===== src/rtl/seq_alu_if.sv =====
// Operand/request/result bundle between the register-file read ports, control unit and seq_alu.
// The control unit side is the master; the ALU is the slave.
interface seq_alu_if #(
  parameter int DATA_WIDTH = 21
);
  logic                  Alu_Start;
  logic                  Alu_Add;
  logic                  Alu_Sub;
  logic                  Alu_Mul;
  logic                  Alu_Pass;
  logic [DATA_WIDTH-1:0] Reg1_Out;
  logic [DATA_WIDTH-1:0] Reg2_Out;
  logic [DATA_WIDTH-1:0] Alu_Out;
  logic                  Alu_Busy;
  logic                  Alu_Done;
  logic                  Alu_Zero;
  logic                  Alu_Carry;
  logic                  Alu_Overflow;
  logic                  Alu_Err;

  modport master (
    output Alu_Start, Alu_Add, Alu_Sub, Alu_Mul, Alu_Pass, Reg1_Out, Reg2_Out,
    input  Alu_Out, Alu_Busy, Alu_Done, Alu_Zero, Alu_Carry, Alu_Overflow, Alu_Err
  );

  modport slave (
    input  Alu_Start, Alu_Add, Alu_Sub, Alu_Mul, Alu_Pass, Reg1_Out, Reg2_Out,
    output Alu_Out, Alu_Busy, Alu_Done, Alu_Zero, Alu_Carry, Alu_Overflow, Alu_Err
  );
endinterface


===== src/rtl/seq_alu.sv =====
// Clocked ALU with one-hot add/sub/mul/pass, registered result and flags, start/done handshake
// and an iterative shift-add multiplier consuming MUL_STEP multiplier bits per cycle.
module seq_alu #(
  parameter int DATA_WIDTH = 21,
  parameter int MUL_STEP   = 1
) (
  input  logic     Clk,
  input  logic     Rst_n,
  seq_alu_if.slave bus
);
  localparam int STEPS = DATA_WIDTH / MUL_STEP;
  localparam int CNT_W = (STEPS > 1) ? $clog2(STEPS) : 1;
  localparam int ACC_W = 2 * DATA_WIDTH;
  localparam logic [CNT_W-1:0] LAST_CNT = CNT_W'(STEPS - 1);

  typedef enum logic {IDLE, MUL} state_t;

  state_t                state_reg, state_next;
  logic [DATA_WIDTH-1:0] a_reg, a_next;
  logic [ACC_W-1:0]      b_reg, b_next;
  logic [ACC_W-1:0]      acc_reg, acc_next;
  logic [CNT_W-1:0]      cnt_reg, cnt_next;
  logic [DATA_WIDTH-1:0] out_reg, out_next;
  logic                  done_reg, done_next;
  logic                  err_reg, err_next;
  logic                  zero_reg, zero_next;
  logic                  carry_reg, carry_next;
  logic                  ovf_reg, ovf_next;

  // Multiplier: a_reg shifts right and b_reg shifts left, so each step only
  // looks at the low MUL_STEP bits of a_reg against an already-aligned b_reg.
  logic [ACC_W-1:0] pp_term [MUL_STEP];
  logic [ACC_W-1:0] pp_sum;
  logic [ACC_W-1:0] mul_total;

  genvar gi;
  generate
    for (gi = 0; gi < MUL_STEP; gi++) begin : g_pp
      assign pp_term[gi] = a_reg[gi] ? (b_reg << gi) : '0;
    end
  endgenerate

  always_comb begin
    pp_sum = '0;
    for (int i = 0; i < MUL_STEP; i++) begin
      pp_sum = pp_sum + pp_term[i];
    end
  end

  assign mul_total = acc_reg + pp_sum;

  logic [DATA_WIDTH:0]   add_full;
  logic [DATA_WIDTH:0]   sub_full;
  logic                  sel_onehot;
  logic [DATA_WIDTH-1:0] mul_low;

  assign add_full   = {1'b0, bus.Reg1_Out} + {1'b0, bus.Reg2_Out};
  assign sub_full   = {1'b0, bus.Reg1_Out} + {1'b0, ~bus.Reg2_Out} + {{DATA_WIDTH{1'b0}}, 1'b1};
  assign sel_onehot = $onehot({bus.Alu_Add, bus.Alu_Sub, bus.Alu_Mul, bus.Alu_Pass});
  assign mul_low    = mul_total[DATA_WIDTH-1:0];

  always_comb begin
    state_next = state_reg;
    a_next     = a_reg;
    b_next     = b_reg;
    acc_next   = acc_reg;
    cnt_next   = cnt_reg;
    out_next   = out_reg;
    zero_next  = zero_reg;
    carry_next = carry_reg;
    ovf_next   = ovf_reg;
    done_next  = 1'b0;
    err_next   = 1'b0;

    case (state_reg)
      IDLE: begin
        if (bus.Alu_Start) begin
          if (!sel_onehot) begin
            done_next = 1'b1;
            err_next  = 1'b1;
          end else if (bus.Alu_Mul) begin
            state_next = MUL;
            a_next     = bus.Reg1_Out;
            b_next     = {{DATA_WIDTH{1'b0}}, bus.Reg2_Out};
            acc_next   = '0;
            cnt_next   = '0;
          end else begin
            done_next = 1'b1;
            if (bus.Alu_Add) begin
              out_next   = add_full[DATA_WIDTH-1:0];
              carry_next = add_full[DATA_WIDTH];
              ovf_next   = (bus.Reg1_Out[DATA_WIDTH-1] == bus.Reg2_Out[DATA_WIDTH-1]) &&
                           (add_full[DATA_WIDTH-1] != bus.Reg1_Out[DATA_WIDTH-1]);
            end else if (bus.Alu_Sub) begin
              out_next   = sub_full[DATA_WIDTH-1:0];
              carry_next = ~sub_full[DATA_WIDTH];
              ovf_next   = (bus.Reg1_Out[DATA_WIDTH-1] != bus.Reg2_Out[DATA_WIDTH-1]) &&
                           (sub_full[DATA_WIDTH-1] != bus.Reg1_Out[DATA_WIDTH-1]);
            end else begin
              out_next   = bus.Reg2_Out;
              carry_next = 1'b0;
              ovf_next   = 1'b0;
            end
            zero_next = (out_next == '0);
          end
        end
      end
      MUL: begin
        acc_next = mul_total;
        a_next   = a_reg >> MUL_STEP;
        b_next   = b_reg << MUL_STEP;
        cnt_next = cnt_reg + CNT_W'(1);
        if (cnt_reg == LAST_CNT) begin
          state_next = IDLE;
          out_next   = mul_low;
          carry_next = |mul_total[ACC_W-1:DATA_WIDTH];
          ovf_next   = |mul_total[ACC_W-1:DATA_WIDTH];
          zero_next  = (mul_low == '0);
          done_next  = 1'b1;
        end
      end
      default: state_next = IDLE;
    endcase
  end

  always_ff @(posedge Clk) begin
    if (!Rst_n) begin
      state_reg <= IDLE;
      a_reg     <= '0;
      b_reg     <= '0;
      acc_reg   <= '0;
      cnt_reg   <= '0;
      out_reg   <= '0;
      done_reg  <= 1'b0;
      err_reg   <= 1'b0;
      zero_reg  <= 1'b0;
      carry_reg <= 1'b0;
      ovf_reg   <= 1'b0;
    end else begin
      state_reg <= state_next;
      a_reg     <= a_next;
      b_reg     <= b_next;
      acc_reg   <= acc_next;
      cnt_reg   <= cnt_next;
      out_reg   <= out_next;
      done_reg  <= done_next;
      err_reg   <= err_next;
      zero_reg  <= zero_next;
      carry_reg <= carry_next;
      ovf_reg   <= ovf_next;
    end
  end

  assign bus.Alu_Out      = out_reg;
  assign bus.Alu_Busy     = (state_reg == MUL);
  assign bus.Alu_Done     = done_reg;
  assign bus.Alu_Err      = err_reg;
  assign bus.Alu_Zero     = zero_reg;
  assign bus.Alu_Carry    = carry_reg;
  assign bus.Alu_Overflow = ovf_reg;
endmodule

===== src/flat_wrapper.sv =====
// flat-port wrapper written by rule: the top's interface ports become plain ports
module seq_alu_flat 
#(
  parameter int DATA_WIDTH = 21,
  parameter int MUL_STEP   = 1
)
  (Clk, Rst_n, bus_Alu_Start, bus_Alu_Add, bus_Alu_Sub, bus_Alu_Mul, bus_Alu_Pass, bus_Reg1_Out, bus_Reg2_Out, bus_Alu_Out, bus_Alu_Busy, bus_Alu_Done, bus_Alu_Zero, bus_Alu_Carry, bus_Alu_Overflow, bus_Alu_Err);
  seq_alu_if #(.DATA_WIDTH(DATA_WIDTH)) bus_i ();
  input  logic Clk;
  input  logic Rst_n;
  input wire logic [$bits(bus_i.Alu_Start)-1:0] bus_Alu_Start;
  input wire logic [$bits(bus_i.Alu_Add)-1:0] bus_Alu_Add;
  input wire logic [$bits(bus_i.Alu_Sub)-1:0] bus_Alu_Sub;
  input wire logic [$bits(bus_i.Alu_Mul)-1:0] bus_Alu_Mul;
  input wire logic [$bits(bus_i.Alu_Pass)-1:0] bus_Alu_Pass;
  input wire logic [$bits(bus_i.Reg1_Out)-1:0] bus_Reg1_Out;
  input wire logic [$bits(bus_i.Reg2_Out)-1:0] bus_Reg2_Out;
  output wire logic [$bits(bus_i.Alu_Out)-1:0] bus_Alu_Out;
  output wire logic [$bits(bus_i.Alu_Busy)-1:0] bus_Alu_Busy;
  output wire logic [$bits(bus_i.Alu_Done)-1:0] bus_Alu_Done;
  output wire logic [$bits(bus_i.Alu_Zero)-1:0] bus_Alu_Zero;
  output wire logic [$bits(bus_i.Alu_Carry)-1:0] bus_Alu_Carry;
  output wire logic [$bits(bus_i.Alu_Overflow)-1:0] bus_Alu_Overflow;
  output wire logic [$bits(bus_i.Alu_Err)-1:0] bus_Alu_Err;
  assign bus_i.Alu_Start = bus_Alu_Start;
  assign bus_i.Alu_Add = bus_Alu_Add;
  assign bus_i.Alu_Sub = bus_Alu_Sub;
  assign bus_i.Alu_Mul = bus_Alu_Mul;
  assign bus_i.Alu_Pass = bus_Alu_Pass;
  assign bus_i.Reg1_Out = bus_Reg1_Out;
  assign bus_i.Reg2_Out = bus_Reg2_Out;
  assign bus_Alu_Out = bus_i.Alu_Out;
  assign bus_Alu_Busy = bus_i.Alu_Busy;
  assign bus_Alu_Done = bus_i.Alu_Done;
  assign bus_Alu_Zero = bus_i.Alu_Zero;
  assign bus_Alu_Carry = bus_i.Alu_Carry;
  assign bus_Alu_Overflow = bus_i.Alu_Overflow;
  assign bus_Alu_Err = bus_i.Alu_Err;
  seq_alu #(.DATA_WIDTH(DATA_WIDTH), .MUL_STEP(MUL_STEP)) u_core (.Clk(Clk), .Rst_n(Rst_n), .bus(bus_i));
endmodule

===== config.mk =====
export PLATFORM = sky130hd
export DESIGN_NAME = seq_alu_flat
export DESIGN_NICKNAME = d
export VERILOG_FILES = /design/src/rtl/seq_alu_if.sv /design/src/rtl/seq_alu.sv /design/src/flat_wrapper.sv
export SDC_FILE = /design/constraint.sdc
export NUM_CORES = 1
export LEC_CHECK = 0
export CAP_MARGIN = 20
export CELL_PAD_IN_SITES_DETAIL_PLACEMENT = 1
export CELL_PAD_IN_SITES_GLOBAL_PLACEMENT = 1
export CORE_MARGIN = 3
export CORE_UTILIZATION = 45
export DETAILED_ROUTE_END_ITERATION = 8
export HOLD_SLACK_MARGIN = 0.08
export PLACE_DENSITY = 0.92
export SLEW_MARGIN = 25
export SYNTH_ARGS = -nofsm -noshare
export SYNTH_HDL_FRONTEND = slang
export SYNTH_SLANG_ARGS = --single-unit

===== constraint.sdc =====
create_clock -name Clk -period 4.75 [get_ports Clk]
set_input_delay 0.475 -clock Clk [delete_from_list [all_inputs] [get_ports Clk]]
set_output_delay 0.475 -clock Clk [all_outputs]
set_load 0.005 [all_outputs]

==> results of run 1 <==
per-layer routing:
| metal | global-route usage, % | up-vias | part of all wire (%) |
|---|---|---|---|
| met1 | 40.1 | 6405 | 41 |
| met5 | 0 | - | 0.028 |
| li1 | - | 5886 | - |
| met4 | 15.9 | 2 | 5.2 |
| met2 | 52.9 | 655 | 46 |
| met3 | 6.93 | 209 | 7.9 |
Yosys cell counts, drive strengths merged, types with 27 or more instances:
master / number
nand3: 37
inv: 53
o211ai: 27
and2: 90
nor3: 34
nor2: 114
a21oi: 120
dfxtp: 137
clkbuf: 81
o211a: 31
o21ai: 120
nand2: 247
ha: 88
nor2b: 41
cell usage in the layout, fill, tap and decap left out, types with 6 or more instances in the layout:
cell type,synthesis,final
or3_1,11,11
a311oi_1,6,6
buf_4,0,28
o21ai_0,114,114
ha_1,88,88
mux2i_1,9,9
o211ai_1,27,27
inv_1,52,51
clkbuf_16,0,17
nand2b_1,22,22
nor4_1,12,12
nand2_1,247,247
nor2b_1,41,41
o21a_1,10,10
nor2_1,114,113
a31oi_1,25,25
a22oi_1,17,17
and3_1,16,16
o211a_1,31,31
xnor2_1,21,21
xor2_1,13,13
nand4_1,15,15
a21oi_1,120,120
o21bai_1,12,12
dfxtp_1,137,136
nor3b_1,10,10
nand3_1,37,36
a21o_1,13,13
o221ai_1,6,6
clkdlybuf4s50_1,0,74
and2_1,90,90
a211oi_1,22,22
nor3_1,34,34
a21boi_0,21,21
o31ai_1,11,11
logic make-up after synthesis:
family / Yosys count / synth area share (%)
AO/OA/AOI/OAI: 518 / 29.9
multiplexers: 11 / 0.954
AND/OR/NAND/NOR: 677 / 28.2
buffers and inverters: 151 / 5.27
XOR/XNOR: 34 / 2.52
adder cells (fa/ha/maj): 92 / 10.0
flip-flops: 137 / 23.2
worst reg2reg max path, cell delays in order, from the launching register on:
cell and delay, ns:
dfxtp_1 0.35, buf_4 0.32, and2_1 0.22, ha_1 0.32, a21oi_1 0.32, o21ai_0 0.36
a211oi_1 0.56, o21ai_0 0.19, a21oi_1 0.32, a221oi_1 0.16, a311oi_1 0.31, nand4_1 0.21
o41a_1 0.50, nor3b_2 0.19
power groups by stage:
stage,combinational (mW),sequential (mW),clock (mW)
floorplan,0.491,1.24,0
global placement,0.745,1.24,0
detailed placement,0.771,1.25,0
CTS,0.790,1.22,1.32
global route,0.871,1.22,1.37
finish,0.811,1.22,1.32
stage by stage:
step | area (µm²) | power (mW) | setup slack [ns] | cells
floorplan | 11800 | 1.73 | 0.984 | 1620
global placement | 12800 | 1.99 | 0.509 | 1955
detailed placement | 12800 | 2.02 | 0.410 | 1955
CTS | 13300 | 3.33 | 0.438 | 1987
global route | 13300 | 3.46 | 0.0266 | 1987
finish | 13300 | 3.36 | 0.325 | 1989
worst paths after layout:
check | to | cells after the start
max | u_core.bus.Alu_Overflow | 13
min | u_core.cnt_reg[4] | 1
max reg2reg | u_core.bus.Alu_Overflow | 13
min reg2reg | u_core.cnt_reg[4] | 1
layout make-up:
class                      count  area, µm²
antenna                        2       5.00
clock buffer                  19        433
clock inverter                13        121
sequential                   137       2750
tap                          330        413
multi-input combinational   1332       8460
fill                        3188      12100
inverter                      53        199
timing repair buffer         103        971
==> results.md, run 1 <==
* Min Tclk post-route at approximately 4.4 ns
* Worst hold path class: reg2reg
* Crit-path slowest cell: a211oi_1
* Via density at between 6 and 7
* Post-synth net total at approximately 1800
* Setup_tns at 0 ns
* Post-CTS Repair Setup Buffers at 0
* CTS Root Buffer Type: clkbuf_16
* Gr ovfl total at 0
* Startpoint Class: register
* Netlist cell types at around 90
* Area Growth Syn to Fin at 13.0%
* Asr flop ratio synth at 0%
* Ys Warns at 0
* Final core occ at 52.4%
* Final setup vio count at 0
* Top FF cell, synth: dfxtp_1
* Clock slew at reported path FFs at about 0.070 ns
* Syn Area/Cell at ~7.3 µm²
* Initial Util at between 40% and 50%
* Clock sinks at approximately 140
* Relative slew slack at between 30% and 40%
* Initial antenna violation count at 2
* Synthesized cell area at approximately 12000 µm²
* Layout cells sized above 1 at roughly 6.5%
* Drt drc at 0
* Largest net degree at the start of global routing at just under 90
* Logic gate share of total power at between 20% and 30%
* Worst-skew pair later-pin latency at between 0.4 and 0.5 ns
* Worst Max-Slew Pin Slew at between 0.9 and 1 ns
* Seq cells post-synth at 137
* Switching Fraction at 33.9%
* Num ports at 76
* CTS tree: done
* HP Start: u_core.cnt_reg[4]
* Slew Limit Fails at 0
* Int Power at about 2.2 mW
* Final Hold Violating Endpoints at 0
* Leak at roughly 5.5 nW
* Vias in the first global route at ~14000
* Routed via count at 13157
* Critical Path Fanout Max at 33
* Die Y at 168 µm
* Critical Path End Type: register
* Delay-heaviest family, CP: compound AO/OA/AOI/OAI gates
* CP Launch Point: u_core.a_reg[0]
* Sequential share of power at between 30% and 40%
* Max Clk Rate at 0.226 GHz
* Nets at roughly 1800
* WP data arrival at around 4.8 ns
* H-tree lvl count at 4
* Post-detail-place hpwl at between 30 and 40 mm
* Critical path required time at between 5 and 6 ns
* Initial DRC Count at about 1300
* Die Area at between 20000 and 30000 µm²
* Cell accounting for the most synthesized area: dfxtp_1
* Kind of critical path: reg2reg
* Crit path cell chain: buf_4, and2_1, ha_1, a21oi_1, o21ai_0, a211oi_1, o21ai_0, a21oi_1, a221oi_1, a311oi_1, nand4_1, o41a_1, nor3b_2
* Post-CTS sizing at 0
* RSZ-0062 raised after global routing: no
* Worst Path Buf+Inv at 1
* Yosys top cell area share at around 23%
* Max-cap viol count at 0
* Maximum VDD drop at between 0.15 and 0.2 mV
* PortBufs at 75
* Reg-to-reg startpoint: u_core.a_reg[0]
* Clock buffer depth at 2
* Mapped Cells at roughly 1600
* Status: finished clean
* Post-route antenna net violation count at 0
* CTS buffer count at 17
* Die Width at around 170 µm
* Core ar. at approximately 25000 µm²
* GRT Util Overall at around 32%
* Clk_skew at a little under 0.008 ns
* Main area contributors after synthesis: dfxtp_1, ha_1, nand2_1, a21oi_1, o21ai_0
* Number of synthesized flops with an enable pin at 0
* Total routed wirelength at 46.9 mm
* Final hold slack at 0.461 ns
* Clk pwr share at about two fifths
* First-pass GRT wire length at ~74 mm
* Seq/Total Area, Yosys at between 20% and 30%
* Reg2reg setup slack at ~0.33 ns
* GPL Wtd Cong at 0.947
* Post-DR wirelength/cell at ~24 µm
* Row count at between 50 and 60
* P_sw at between 1 and 1.5 mW
* Hold-fix buffer count after cts at 0
* P per Cell Area at 251 nW/µm²
* Tcrit/Tclk final at a little over 90%
* First-pass DRT Iterations at 5
* Worst stage delay on the critical path at around 0.56 ns
Power figures use the tool's default switching activity.
==> run 2: changes to the inputs <==
- PLACE_DENSITY: 0.92 -> 0.94
- SKIP_CTS_REPAIR_TIMING: unset -> 1
==> run 2 against run 1 <==
First-iteration DRC count increased by 20%. Global-route usage up 0.65 points. Total power is 1.8% higher. Setup slack got worse by 0.089 ns. Clock skew increased by 0.0061 ns. Core utilization is essentially flat. Largest power group unchanged. Sequential power hardly changed. Clock power up 5%. Via count up 0.62%. Highest routed layer unchanged. Die area did not move. Combinational power down 1%. Clock-buffer cell count increased by 1.
==> results.md, run 2 (synthesized netlist as in run 1, its figures left out) <==
* Largest net degree at the start of global routing at 78 (-10%)
* Die Width at 168 µm (unchanged)
* Final core occ at 52.4% (about the same)
* P per Cell Area at 256 nW/µm² (+1.7%)
* Max Clk Rate at 0.222 GHz (-2.0%)
* Critical Path End Type: register
* RSZ-0062 raised after global routing: no
* Layout cells sized above 1 at 6.41% (-0.11 points)
* Max-cap viol count at 0 (unchanged)
* Startpoint Class: register
* Worst-case reg-to-reg path depth at 13 (unchanged)
* Clock buffer depth at 2 (unchanged)
* Post-route antenna net violation count at 0 (unchanged)
* M1 WL at 19.9 mm (+3.8%)
* Maximum VDD drop at 0.169 mV (+11%)
* Clock slew at reported path FFs at 0.06 ns (about the same)
* Crit path cell chain: buf_4, and2_1, ha_1, a21oi_1, nand2_1, o21ai_1, nand3_1, or4b_2, o211ai_1, nand4b_1, or4_1, o41a_1, nor3b_2
* Critical path required time at 5.07 ns (about the same)
* Slew Limit Fails at 0 (unchanged)
* Leak at 5.45 nW (about the same)
* Delay-heaviest family, CP: simple AND/OR/NAND/NOR gates
* CTS Root Buffer Type: clkbuf_16
* GRT Util Overall at 32.9% (+0.65 points)
* Initial antenna violation count at 1 (-1)
* Crit-path slowest cell: or4b_2
* Tcrit/Tclk final at 95.0% (+1.9 points)
* Initial Util at 46.4% (unchanged)
* Fill cells at 3184 (-0.13%)
* Core ar. at 25500 µm² (unchanged)
* Final setup vio count at 0 (unchanged)
* Total routed wirelength at 47.7 mm (+1.7%)
* Worst stage delay on the critical path at 0.67 ns (+0.11 ns)
* Critical Path Fanout Max at 21 (-36%)
* Post-detail-place hpwl at 33.2 mm (+3.8%)
* Total power at 3.42 mW (+1.8%)
* Clock sinks at 137 (unchanged)
* Relative slew slack at 39.7% (-0.16 points)
* Commonest non-fill, non-tap cell in the layout: nand2_1
* H-tree lvl count at 4 (unchanged)
* Antenna fix cells at 0 (-2)
* Drt drc at 0 (unchanged)
* GPL Wtd Cong at 0.961 (+1.5%)
* Met2 WL post-DR at 22.3 mm (+3.5%)
* Area Growth Syn to Fin at 13.1% (about the same)
* Status: finished clean
* Final Instance Area at 13400 µm² (about the same)
* Gr ovfl total at 0 (unchanged)
* Setup_tns at 0 ns (unchanged)
* Worst-skew pair later-pin latency at 0.44 ns (about the same)
* Nets at 1783 (-0.11%)
* CTS tree: done
* CP Depth at 13 (unchanged)
* Routed via count at 13239 (+0.62%)
* Die Area at 28200 µm² (unchanged)
* Register area at 2750 µm² (unchanged)
* Vias in the first global route at 13674 (+0.64%)
* Reg2reg setup slack at 0.24 ns (-0.09 ns)
* Worst Max-Slew Pin Slew at 0.905 ns (+0.00236 ns)
* Placed cell areas at 12800 µm² (-0.12%)
* Via density at 6.67 (+0.88%)
* Die Y at 168 µm (unchanged)
* Most frequent cells in the layout: nand2_1, dfxtp_1, a21oi_1
* Row count at 58 (unchanged)
* Final hold slack at 0.462 ns (+0.000919 ns)
* Worst hold path class: reg2reg
* Clk_skew at 0.0138 ns (+0.00606 ns)
* Min-Delay Path Depth at 2 (+1)
* Initial DRC Count at 1587 (+20%)
* Worst Path Buf+Inv at 1 (unchanged)
* First-pass DRT Iterations at 9 (+4)
* Final Hold Violating Endpoints at 0 (unchanged)
* Num ports at 76 (unchanged)
* WP data arrival at 4.83 ns (+0.08 ns)
* Kind of critical path: reg2reg
* Top layer in use: met5
* Area of the multi-input gates at 8460 µm² (unchanged)
* CTS buffer count at 17 (unchanged)
* Min Tclk post-route at 4.51 ns (+0.0892 ns)
* PortBufs at 75 (unchanged)
* Post-DR wirelength/cell at 24.0 µm (+2.0%)
* First-pass GRT wire length at 75.4 mm (+2.1%)
* Met3 wire length at 3.63 mm (-2.5%)
[run 2: final timing paths]
kind,end,from
setup / recovery,u_core.bus.Alu_Carry,u_core.a_reg[0]
hold / removal,u_core.a_reg[20],u_core.a_reg[20]
hold reg to reg,u_core.a_reg[20],u_core.a_reg[20]
setup reg to reg,u_core.bus.Alu_Carry,u_core.a_reg[0]
[run 2: area by class of cell]
cell class	instances	area share, %
inverters	53	1.49
well taps	330	3.09
clock inverters	11	0.928
repair buffers	101	7.16
flip-flops and latches	137	20.6
multi-input cells	1332	63.3
clock buffers	20	3.42
[run 2: routing by layer]
metal  up-vias  GRT usage (%)
li1       5888              -
met5         -              0
met4         2           11.9
met1      6459           41.8
met2       712           55.6
met3       178           6.25
[run 2: power by group]
group	total [mW]	leakage (nW)	switching, mW	internal (mW)
Clock	1.38	0.278	0.584	0.798
Sequential	1.23	1.11	0.0437	1.19
Combinational	0.799	4.07	0.497	0.302
[run 2: tightest hold or removal path, stage by stage (launching register included)]
cell and delay [ns]:
dfxtp_1 0.31, nand2_1 0.05, a21oi_1 0.05
[run 2: per-stage QoR]
step                      cells  worst slack (ns)
after detailed placement   1953             0.365
after global placement     1953             0.513
after CTS                  1984             0.353
after floorplan            1620             0.984
final                      1984             0.236
after global routing       1984            0.0874
==> run 3: changes to the inputs <==
- PLACE_DENSITY: 0.94 -> 0.93
- SLEW_MARGIN: 25 -> 20
==> run 3 against run 2 <==
Via count up 0.38%. Hold slack better by 0.0036 ns. Core utilization up 0.069 points. Final cell count up 0.10%. Clock skew down 0.00098 ns. First-iteration DRC count down 19%. Die area unchanged. Combinational power up 1%. Sequential cell count unchanged. Fmax up 2.3%. Sequential share of layout area about the same. Largest power group unchanged.
==> results.md, run 3 (synthesized netlist as in run 1, its figures left out) <==
* Dpl ws at 0.212 ns (-0.154 ns)
* Clk_skew at 0.0128 ns (-0.000984 ns)
* Largest net degree at the start of global routing at 81 (+3.8%)
* Max Clk Rate at 0.227 GHz (+2.3%)
* Initial antenna violation count at 2 (+1)
* Reg2reg setup slack at 0.34 ns (+0.10 ns)
* Antenna fix cells at 0 (unchanged)
* Initial Util at 46.4% (unchanged)
* CTS buffer count at 17 (unchanged)
* Vias in the first global route at 13999 (+2.4%)
* Die Y at 168 µm (unchanged)
* Post-DR wirelength/cell at 24.0 µm (-0.10%)
* First-pass DRT Iterations at 6 (-3)
* Post-route antenna net violation count at 0 (unchanged)
* Num ports at 76 (unchanged)
* Initial DRC Count at 1293 (-19%)
* Die Width at 168 µm (unchanged)
* Leak at 5.47 nW (+0.37%)
* Clk pwr share at 40.0% (-0.4 points)
* Status: finished clean
* Tcrit/Tclk final at 92.9% (-2.1 points)
* Placed cell areas at 12800 µm² (+0.25%)
* Clock sinks at 137 (unchanged)
* H-tree lvl count at 4 (unchanged)
* Final setup vio count at 0 (unchanged)
* P per Cell Area at 254 nW/µm² (-0.82%)
* Final hold slack at 0.465 ns (+0.00363 ns)
* RSZ-0062 raised after global routing: no
* Clock slew at reported path FFs at 0.07 ns (about the same)
* Most frequent cells in the layout: nand2_1, dfxtp_1, a21oi_1
* Critical path required time at 5.09 ns (+0.02 ns)
* Core ar. at 25500 µm² (unchanged)
* CTS tree: done
* Max-cap viol count at 0 (unchanged)
* Area Growth Syn to Fin at 13.2%
* Row count at 58 (unchanged)
* Int Power at 2.24 mW (-2.4%)
* Post-detail-place hpwl at 32.8 mm (-1.2%)
* Die Area at 28200 µm² (unchanged)
* First-pass GRT wire length at 76.6 mm (+1.6%)
* Nets at 1784 (+0.056%)
* Kind of critical path: reg2reg
* Maximum VDD drop at 0.160 mV (-5.0%)
* Worst-skew pair later-pin latency at 0.46 ns (+0.02 ns)
* Drt drc at 0 (unchanged)
* GPL Wtd Cong at 0.942 (-1.9%)
* Setup_tns at 0 ns (unchanged)
* Final Hold Violating Endpoints at 0 (unchanged)
* Worst Max-Slew Pin Slew at 0.902 ns (-0.00281 ns)
* Routed via count at 13289 (+0.38%)
* WP data arrival at 4.75 ns (-0.08 ns)
* Logic gate share of total power at 23.9% (+0.5 points)
* GRT Util Overall at 33.3% (+0.45 points)
* Min Tclk post-route at 4.41 ns (-0.101 ns)
* Layout cells sized above 1 at 6.58% (+0.17 points)
* Critical Path Fanout Max at 9 (-57%)
* Gr busiest metal: met2
* Critical Path End Type: register
* Switching Fraction at 34.1% (+1.1 points)
* Startpoint Class: register
* Worst hold path class: reg2reg
* Clock buffer depth at 2 (unchanged)
* Gr ovfl total at 0 (unchanged)
* Via density at 6.69 (+0.28%)
* Worst setup margin at 0.337 ns (+0.101 ns)
* Sequential share of power at 36.1% (about the same)
* P_sw at 1.16 mW (+2.7%)
* Met1 Usage GRT at 40.2% (-1.6 points)
* Commonest non-fill, non-tap cell in the layout: nand2_1
* Final Instance Area at 13400 µm² (+0.13%)
* Slew Limit Fails at 0 (unchanged)
* GR met2 Demand/Resource at 55.9% (+0.28 points)
* CTS Root Buffer Type: clkbuf_16
* Total routed wirelength at 47.7 mm (about the same)
* Relative slew slack at 39.9% (+0.19 points)
* GR Util met3 at 6.74% (+0.49 points)
* Final core occ at 52.5% (+0.069 points)
* PortBufs at 75 (unchanged)
-- run 3: metal layers --
layer	wire, µm	vias up
met3	3270	222
met2	22400	654
met5	31	-
li1	-	5894
met1	19500	6515
met4	2500	4
-- run 3: worst max-delay path, cell delays in order, from the launching register on --
cell and delay [ns]:
dfxtp_1 0.38, and2_1 0.18, ha_1 0.25, inv_1 0.08, fa_1 0.41, nand2b_1 0.22
a21oi_1 0.42, o21ai_4 0.21, a2111oi_2 0.47, o211ai_1 0.22, a21oi_1 0.26, o21bai_1 0.10
or4_1 0.51, o41a_1 0.41, nor3b_2 0.18
-- run 3: stage by stage --
step                      power, mW  instances
after floorplan                1.73       1620
after global placement         1.99       1954
after detailed placement       2.02       1954
after CTS                      3.37       1986
after global routing           3.50       1986
final                          3.39       1986
-- run 3: power groups by stage --
| stage | clock, mW | combinational, mW | sequential (mW) |
|---|---|---|---|
| 2_1_floorplan | 0 | 0.491 | 1.24 |
| 3_3_place_gp | 0 | 0.749 | 1.24 |
| 3_5_place_dp | 0 | 0.778 | 1.25 |
| 4_1_cts | 1.36 | 0.792 | 1.22 |
| 5_1_grt | 1.40 | 0.875 | 1.23 |
| 6_report | 1.36 | 0.810 | 1.22 |
-- run 3: final cells by class --
type	count	area (µm²)
multi-input combinational	1332	8460
clock inverter	13	118
inverter	53	199
sequential	137	2750
timing repair buffer	102	988
clock buffer	19	443
tap	330	413
fill	3197	12100
-- run 3: path summary, 6_finish.rpt --
check	startpoint	end	cells after the start
max	u_core.a_reg[0]	u_core.bus.Alu_Overflow	14
min	u_core.a_reg[20]	u_core.a_reg[20]	2
max reg2reg	u_core.a_reg[0]	u_core.bus.Alu_Overflow	14
min reg2reg	u_core.a_reg[20]	u_core.a_reg[20]	2
